## src/rtl/sr_bank_sync.sv

```systemverilog
// sr_bank_sync: WIDTH SR flags with edge pulses and conflict tracking; SR_BANK_INPUT_SYNC_EN adds 2-flop input synchronisers
module sr_bank_sync #(
  parameter int WIDTH = 8,
  parameter int CONFLICT_MODE = 0,
  parameter logic [WIDTH-1:0] INIT = {WIDTH{1'b0}},
  parameter int CNT_W = 8
) (
  input  logic             clk,
  input  logic             reset,
  input  logic             en,
  input  logic [WIDTH-1:0] s,
  input  logic [WIDTH-1:0] r,
  input  logic             clr_conflict,
  output logic [WIDTH-1:0] q,
  output logic [WIDTH-1:0] qbar,
  output logic [WIDTH-1:0] rise,
  output logic [WIDTH-1:0] fall,
  output logic [WIDTH-1:0] conflict,
  output logic [CNT_W-1:0] conflict_cnt
);
  logic [WIDTH-1:0] w_s;
  logic [WIDTH-1:0] w_r;
  logic             w_en;
  logic [WIDTH-1:0] w_cf;
  logic [WIDTH-1:0] w_cq;
  logic [WIDTH-1:0] w_next;
  logic [WIDTH-1:0] r_q;
  logic [WIDTH-1:0] r_qbar;
  logic [WIDTH-1:0] r_rise;
  logic [WIDTH-1:0] r_fall;
  logic [WIDTH-1:0] r_conflict;
  logic [CNT_W-1:0] r_cnt;

  if (CONFLICT_MODE < 0 || CONFLICT_MODE > 3) begin : g_bad_mode
    $error("sr_bank_sync: CONFLICT_MODE must be 0..3");
  end

`ifdef SR_BANK_INPUT_SYNC_EN
  logic [WIDTH-1:0] r_s1;
  logic [WIDTH-1:0] r_s2;
  logic [WIDTH-1:0] r_r1;
  logic [WIDTH-1:0] r_r2;
  logic             r_en1;
  logic             r_en2;
  always_ff @(posedge clk) begin
    if (reset) begin
      r_s1  <= '0;
      r_s2  <= '0;
      r_r1  <= '0;
      r_r2  <= '0;
      r_en1 <= 1'b0;
      r_en2 <= 1'b0;
    end else begin
      r_s1  <= s;
      r_s2  <= r_s1;
      r_r1  <= r;
      r_r2  <= r_r1;
      r_en1 <= en;
      r_en2 <= r_en1;
    end
  end
  assign w_s  = r_s2;
  assign w_r  = r_r2;
  assign w_en = r_en2;
`else
  assign w_s  = s;
  assign w_r  = r;
  assign w_en = en;
`endif

  // w_cq is the value a channel takes when S and R are both asserted
  always_comb begin
    w_cf   = {WIDTH{w_en}} & w_s & w_r;
    w_cq   = CONFLICT_MODE == 0 ? r_q :
             CONFLICT_MODE == 1 ? {WIDTH{1'b1}} :
             CONFLICT_MODE == 2 ? {WIDTH{1'b0}} : ~r_q;
    w_next = w_en ? (w_s & ~w_r) | (r_q & ~w_s & ~w_r) | (w_cf & w_cq) : r_q;
  end

  always_ff @(posedge clk) begin
    if (reset) begin
      r_q        <= INIT;
      r_qbar     <= ~INIT;
      r_rise     <= '0;
      r_fall     <= '0;
      r_conflict <= '0;
      r_cnt      <= '0;
    end else begin
      r_q        <= w_next;
      r_qbar     <= ~w_next;
      r_rise     <= w_next & ~r_q;
      r_fall     <= r_q & ~w_next;
      r_conflict <= (clr_conflict ? {WIDTH{1'b0}} : r_conflict) | w_cf;
      r_cnt      <= clr_conflict ? CNT_W'(|w_cf) :
                    (|w_cf && r_cnt != {CNT_W{1'b1}}) ? r_cnt + 1'b1 : r_cnt;
    end
  end

  assign q            = r_q;
  assign qbar         = r_qbar;
  assign rise         = r_rise;
  assign fall         = r_fall;
  assign conflict     = r_conflict;
  assign conflict_cnt = r_cnt;
endmodule

```

## config.mk

```make
export PLATFORM = sky130hd
export DESIGN_NAME = sr_bank_sync
export DESIGN_NICKNAME = d
export VERILOG_FILES = /design/src/rtl/sr_bank_sync.sv
export SDC_FILE = /design/constraint.sdc
export NUM_CORES = 1
export LEC_CHECK = 0
export ABC_AREA = 0
export BUFFER_PORTS_ARGS = -buffer_cell sky130_fd_sc_hd__buf_2
export CORE_ASPECT_RATIO = 0.6
export CORE_MARGIN = 4
export CORE_UTILIZATION = 47
export DETAILED_ROUTE_END_ITERATION = 7
export GPL_TIMING_DRIVEN = 0
export PLACE_DENSITY = 0.78
export SLEW_MARGIN = 5
export SYNTH_ARGS = -nofsm -noshare
export SYNTH_HDL_FRONTEND = slang
export SYNTH_SLANG_ARGS = --single-unit
```

## constraint.sdc

```tcl
create_clock -name clk -period 2.4 [get_ports clk]
set_input_delay 0.12 -clock clk [delete_from_list [all_inputs] [get_ports clk]]
set_output_delay 0.12 -clock clk [all_outputs]
set_load 0.03 [all_outputs]
```

**Word level (Yosys, flattened, before mapping)**

Index checks and enable logic that the tools add are counted.

- Register bits after elaboration: 48
- Bits in latches: 0
- RAM bits: 0
- Memory bits (read-only): 0
- Input bits: 20
- Memories: 0

- Add/subtract/negate cells: 1
- Multiply operators: 0
- Divide/modulo/power cells: 0
- Order comparisons: 0
- Equality and inequality tests: 1
- Shift-type cells: 0
- Multiplexer cells: 4
- Bitwise gates (word level): 15
- Reductions and logical operators: 4

Operators with widths:

| kind | count |
|---|---|
| $and A8 B8 Y8 | 8 |
| $not A8 Y8 | 4 |
| $or A8 B8 Y8 | 3 |
| $mux W8 | 2 |
| $add A8 B1 Y8 const B | 1 |
| $ne A8 B8 Y1 const B | 1 |
| $reduce_or A8 Y1 | 1 |
| $mux W1 | 2 |
| $reduce_bool A2 Y1 | 1 |
| $reduce_or A2 Y1 | 1 |
| $logic_and A1 B1 Y1 | 1 |

**Logic depth before layout (Yosys ltp)**

- Depth in word-level cells: 8
- Depth in mapped cells: 7
- Mapped depth without buffers: 6

**Worst setup path after synthesis**

OpenSTA, ideal clock, no wires.

- Path type: register to register
- Start point: register r_cnt[0] (netlist: conflict_cnt[0])
- End point: register r_cnt[5] (netlist: conflict_cnt[5])
- Library setup time: 0.070 ns
- Data arrival time: 1.774 ns
- Data required time: 2.330 ns
- Setup slack: 0.556 ns
- Stages on the path, launching flop included: 7
- Buffers on the path: 1
- Clock period less this slack: 1.844 ns
- Path through: dfxtp_1 ha_1 and3_1 and3_4 buf_6 or4_1 a21oi_1

- Cells in the longest elaborated chain, start to end: 2

RTL lines:

| item | line | text |
|---|---|---|
| from (decl) | 32 | `logic [CNT_W-1:0] r_cnt;` |
| from (signal assigned) | 94 | `r_cnt <= clr_conflict ? CNT_W'(\|w_cf) :` |
| branches (longest 2 deep; another with $add A8 B1 Y8) | - |  |

Several ways; the timed one is not identified.
A chain may end at the register's enable or synchronous reset.

**Final worst setup path**

Ends and elaborated chain as after synthesis.

==> metrics <==
Max Cap Viol=0; Max Clock Skew=0.00297 ns; Final Hold Fails=0; share of cells above drive strength 1=0.324; commonest non-fill, non-tap cell in the layout=buf_2; combinational share of power=0.130; gp weighted congestion=0.817; Leak Pwr=1.10 nW; Clock Latency Late Sink=0.30 ns; Highest Signal Layer=met4; pre-CTS WS=0.602 ns; YS warnings=0; Die H=~55 um; CTS clk-pin slew, worst paths=0.08 ns; row cnt=16; Area Growth Syn to Fin=29.3%; Avg Cell Area, Syn=9.90 sq um; worst-margin pin slew=0.490 ns; Post-CTS Setup Inserts=0; met2 wire length=1710 um; TritonCTS Buffers=5; total wire length=4230 um; Arr. time, crit path=2.08 ns; Setup TNS Final=0 ns; Initial DRC Count=51; CP Class=reg2reg; first-pass GRT wire length=about 6800 um; Core Box Area=0.00336 sq mm; fin. max-slew vios=0; Hold Path Cell Cnt=2; most frequent cells in the layout=69 x buf_2, 48 x dfxtp_1, 18 x nor2_1, 18 x nand2_1, 13 x o21ai_0; Die Width=85.7 um; vias=between 1500 and 2000; Max clock buf depth=2; power share of the clock group=0.348; PwrDens=741 mW/mm^2; met1 wire length=2040 um; gr ovfl total=0; clock sink count=48; Seq pwr share=0.521; largest net degree at the start of global routing=15; register area share after synthesis=0.564; Tcrit/Tclk final=0.770; Clock Root Buffer=clkbuf_8; cts repair resizes=0; Internal Power=0.00120 W; R2R cell count=6; fillers=a little under 300; GRT Total Usage=0.194; utilization after layout=0.655; syn_nets=193; IO Count=68; final worst slack=0.553 ns; port buffer count=67; Starting Density=0.506; worst-path fanout max=10; WL per Instance=14.5 um; nets=267; final non-filler cell total=292; initial antenna violation count=0; Sw Pwr=~0.00043 W; met3 routed WL=407 um; Final setup viols=0; dpl hpwl=roughly 3100 um; antenna viol nets, final=0; synthesized cell area=approximately 0.0017 sq mm; Tot Pwr=0.00163 W; vias in the first global route=1464; n_diodes=0; DR DRC count=0; Period minus WS final=1.85 ns; Syn Inst Count=172; vias per cell=5.40; count of cell types in the netlist=32; die area=0.00468 sq mm; Hold Crit Class=in2reg; Critical Path Source Type=flip-flop; post-synthesis register bit count=between 40 and 50; Setup crit end kind=flip-flop; H-Tree Depth=2; Worst EP required=2.63 ns; Hold Buf Count CTS=0; reg2reg setup slack=0.55 ns; fmax=541 MHz; RSZ-0062 raised after global routing=false; Peak VDD IR=roughly 500 uV; TritonCTS clock tree=done; relative slew slack=0.672; status=completed; Post-Place Cells=roughly 280; switch share=0.261; DRT Pass-1 Iters=4
## final cells by class
type | instances | area (sq um) | share of cell area
inverter | 10 | 37.5 | 0.0170
clock buffer | 6 | 72.6 | 0.0330
clock inverter | 2 | 35.0 | 0.0159
tap | 45 | 56.3 | 0.0256
timing repair buffer | 67 | 335 | 0.152
sequential | 48 | 961 | 0.436
buffer | 7 | 36.3 | 0.0165
multi-input combinational | 107 | 668 | 0.303
## stage by stage
stage | hold WS (ns) | area (sq um)
after CTS | 0.0793 | 2200
after detailed placement | 0.405 | 2090
after floorplan | 0.275 | 1700
after global placement | 0.403 | 2090
final | 0.0902 | 2200
after global routing | 0.0917 | 2200
## synthesized netlist by cell type
master / number / share of area
a21o_1: 7 / 0.031
a21oi_1: 6 / 0.018
a22oi_1: 4 / 0.018
a32o_1: 8 / 0.047
a41o_2: 1 / 0.0066
and2_1: 1 / 0.0037
and3_1: 2 / 0.0073
and3_4: 1 / 0.0066
and4b_1: 8 / 0.047
buf_1: 1 / 0.0022
buf_2: 2 / 0.0059
buf_6: 1 / 0.0066
clkbuf_1: 3 / 0.0066
clkinv_1: 1 / 0.0022
dfxtp_1: 48 / 0.56
ha_1: 1 / 0.0073
inv_1: 9 / 0.020
nand2_1: 18 / 0.040
nand2b_1: 1 / 0.0037
nand3_1: 1 / 0.0029
nand3b_1: 1 / 0.0044
nand4_1: 2 / 0.0073
nor2_1: 18 / 0.040
nor2b_1: 1 / 0.0037
o21a_1: 1 / 0.0044
o21ai_0: 13 / 0.038
o311a_1: 1 / 0.0059
o311ai_0: 2 / 0.010
o31ai_1: 3 / 0.013
o41ai_1: 2 / 0.010
or2_2: 1 / 0.0037
or4_1: 3 / 0.013
## routing by layer
metal,track usage,vias up
li1,-,767
met1,0.265,723
met2,0.272,76
met3,0.0707,11
met4,0.0895,0
met5,0,-
## flip-flops by register name (all words and copies together), names as in the netlist
name / flops
q: 8
conflict_cnt: 8
qbar: 8
fall: 8
rise: 8
conflict: 8
## worst max-delay path: stages (launching register included)
cell,delay [ns]
dfxtp_1,0.38
ha_1,0.26
and3_1,0.23
and3_4,0.19
buf_6,0.13
or4_1,0.46
a21oi_1,0.14
## worst paths after layout
path	start	to
max reg2reg	conflict_cnt[0]	conflict_cnt[5]
min reg2reg	q[3]	rise[3]
min	s[6]	conflict[6]
max	conflict_cnt[0]	conflict_cnt[5]
## kinds of logic (layout without fill, tap and decap cells)
| kind of cell | after synthesis | in the layout | synth area share |
|---|---|---|---|
| DFF | 48 | 48 | 0.564 |
| adders and majority gates | 1 | 1 | 0.00735 |
| buffers and inverters | 17 | 92 | 0.0433 |
| and+or+nand+nor | 58 | 58 | 0.183 |
| AOI/OAI and AO/OA | 48 | 48 | 0.202 |
## power by group through the flow
| stage | Clock [W] | Combinational, W | Sequential, W |
|---|---|---|---|
| 4_1_cts | 0.000581 | 0.000214 | 0.000850 |
| 3_5_place_dp | 0 | 0.000212 | 0.000869 |
| 2_1_floorplan | 0 | 0.0000611 | 0.000937 |
| 5_1_grt | 0.000618 | 0.000231 | 0.000855 |
| 3_3_place_gp | 0 | 0.000209 | 0.000868 |
| 6_report | 0.000568 | 0.000212 | 0.000850 |
Note: power is estimated with default switching activity, not from simulation.
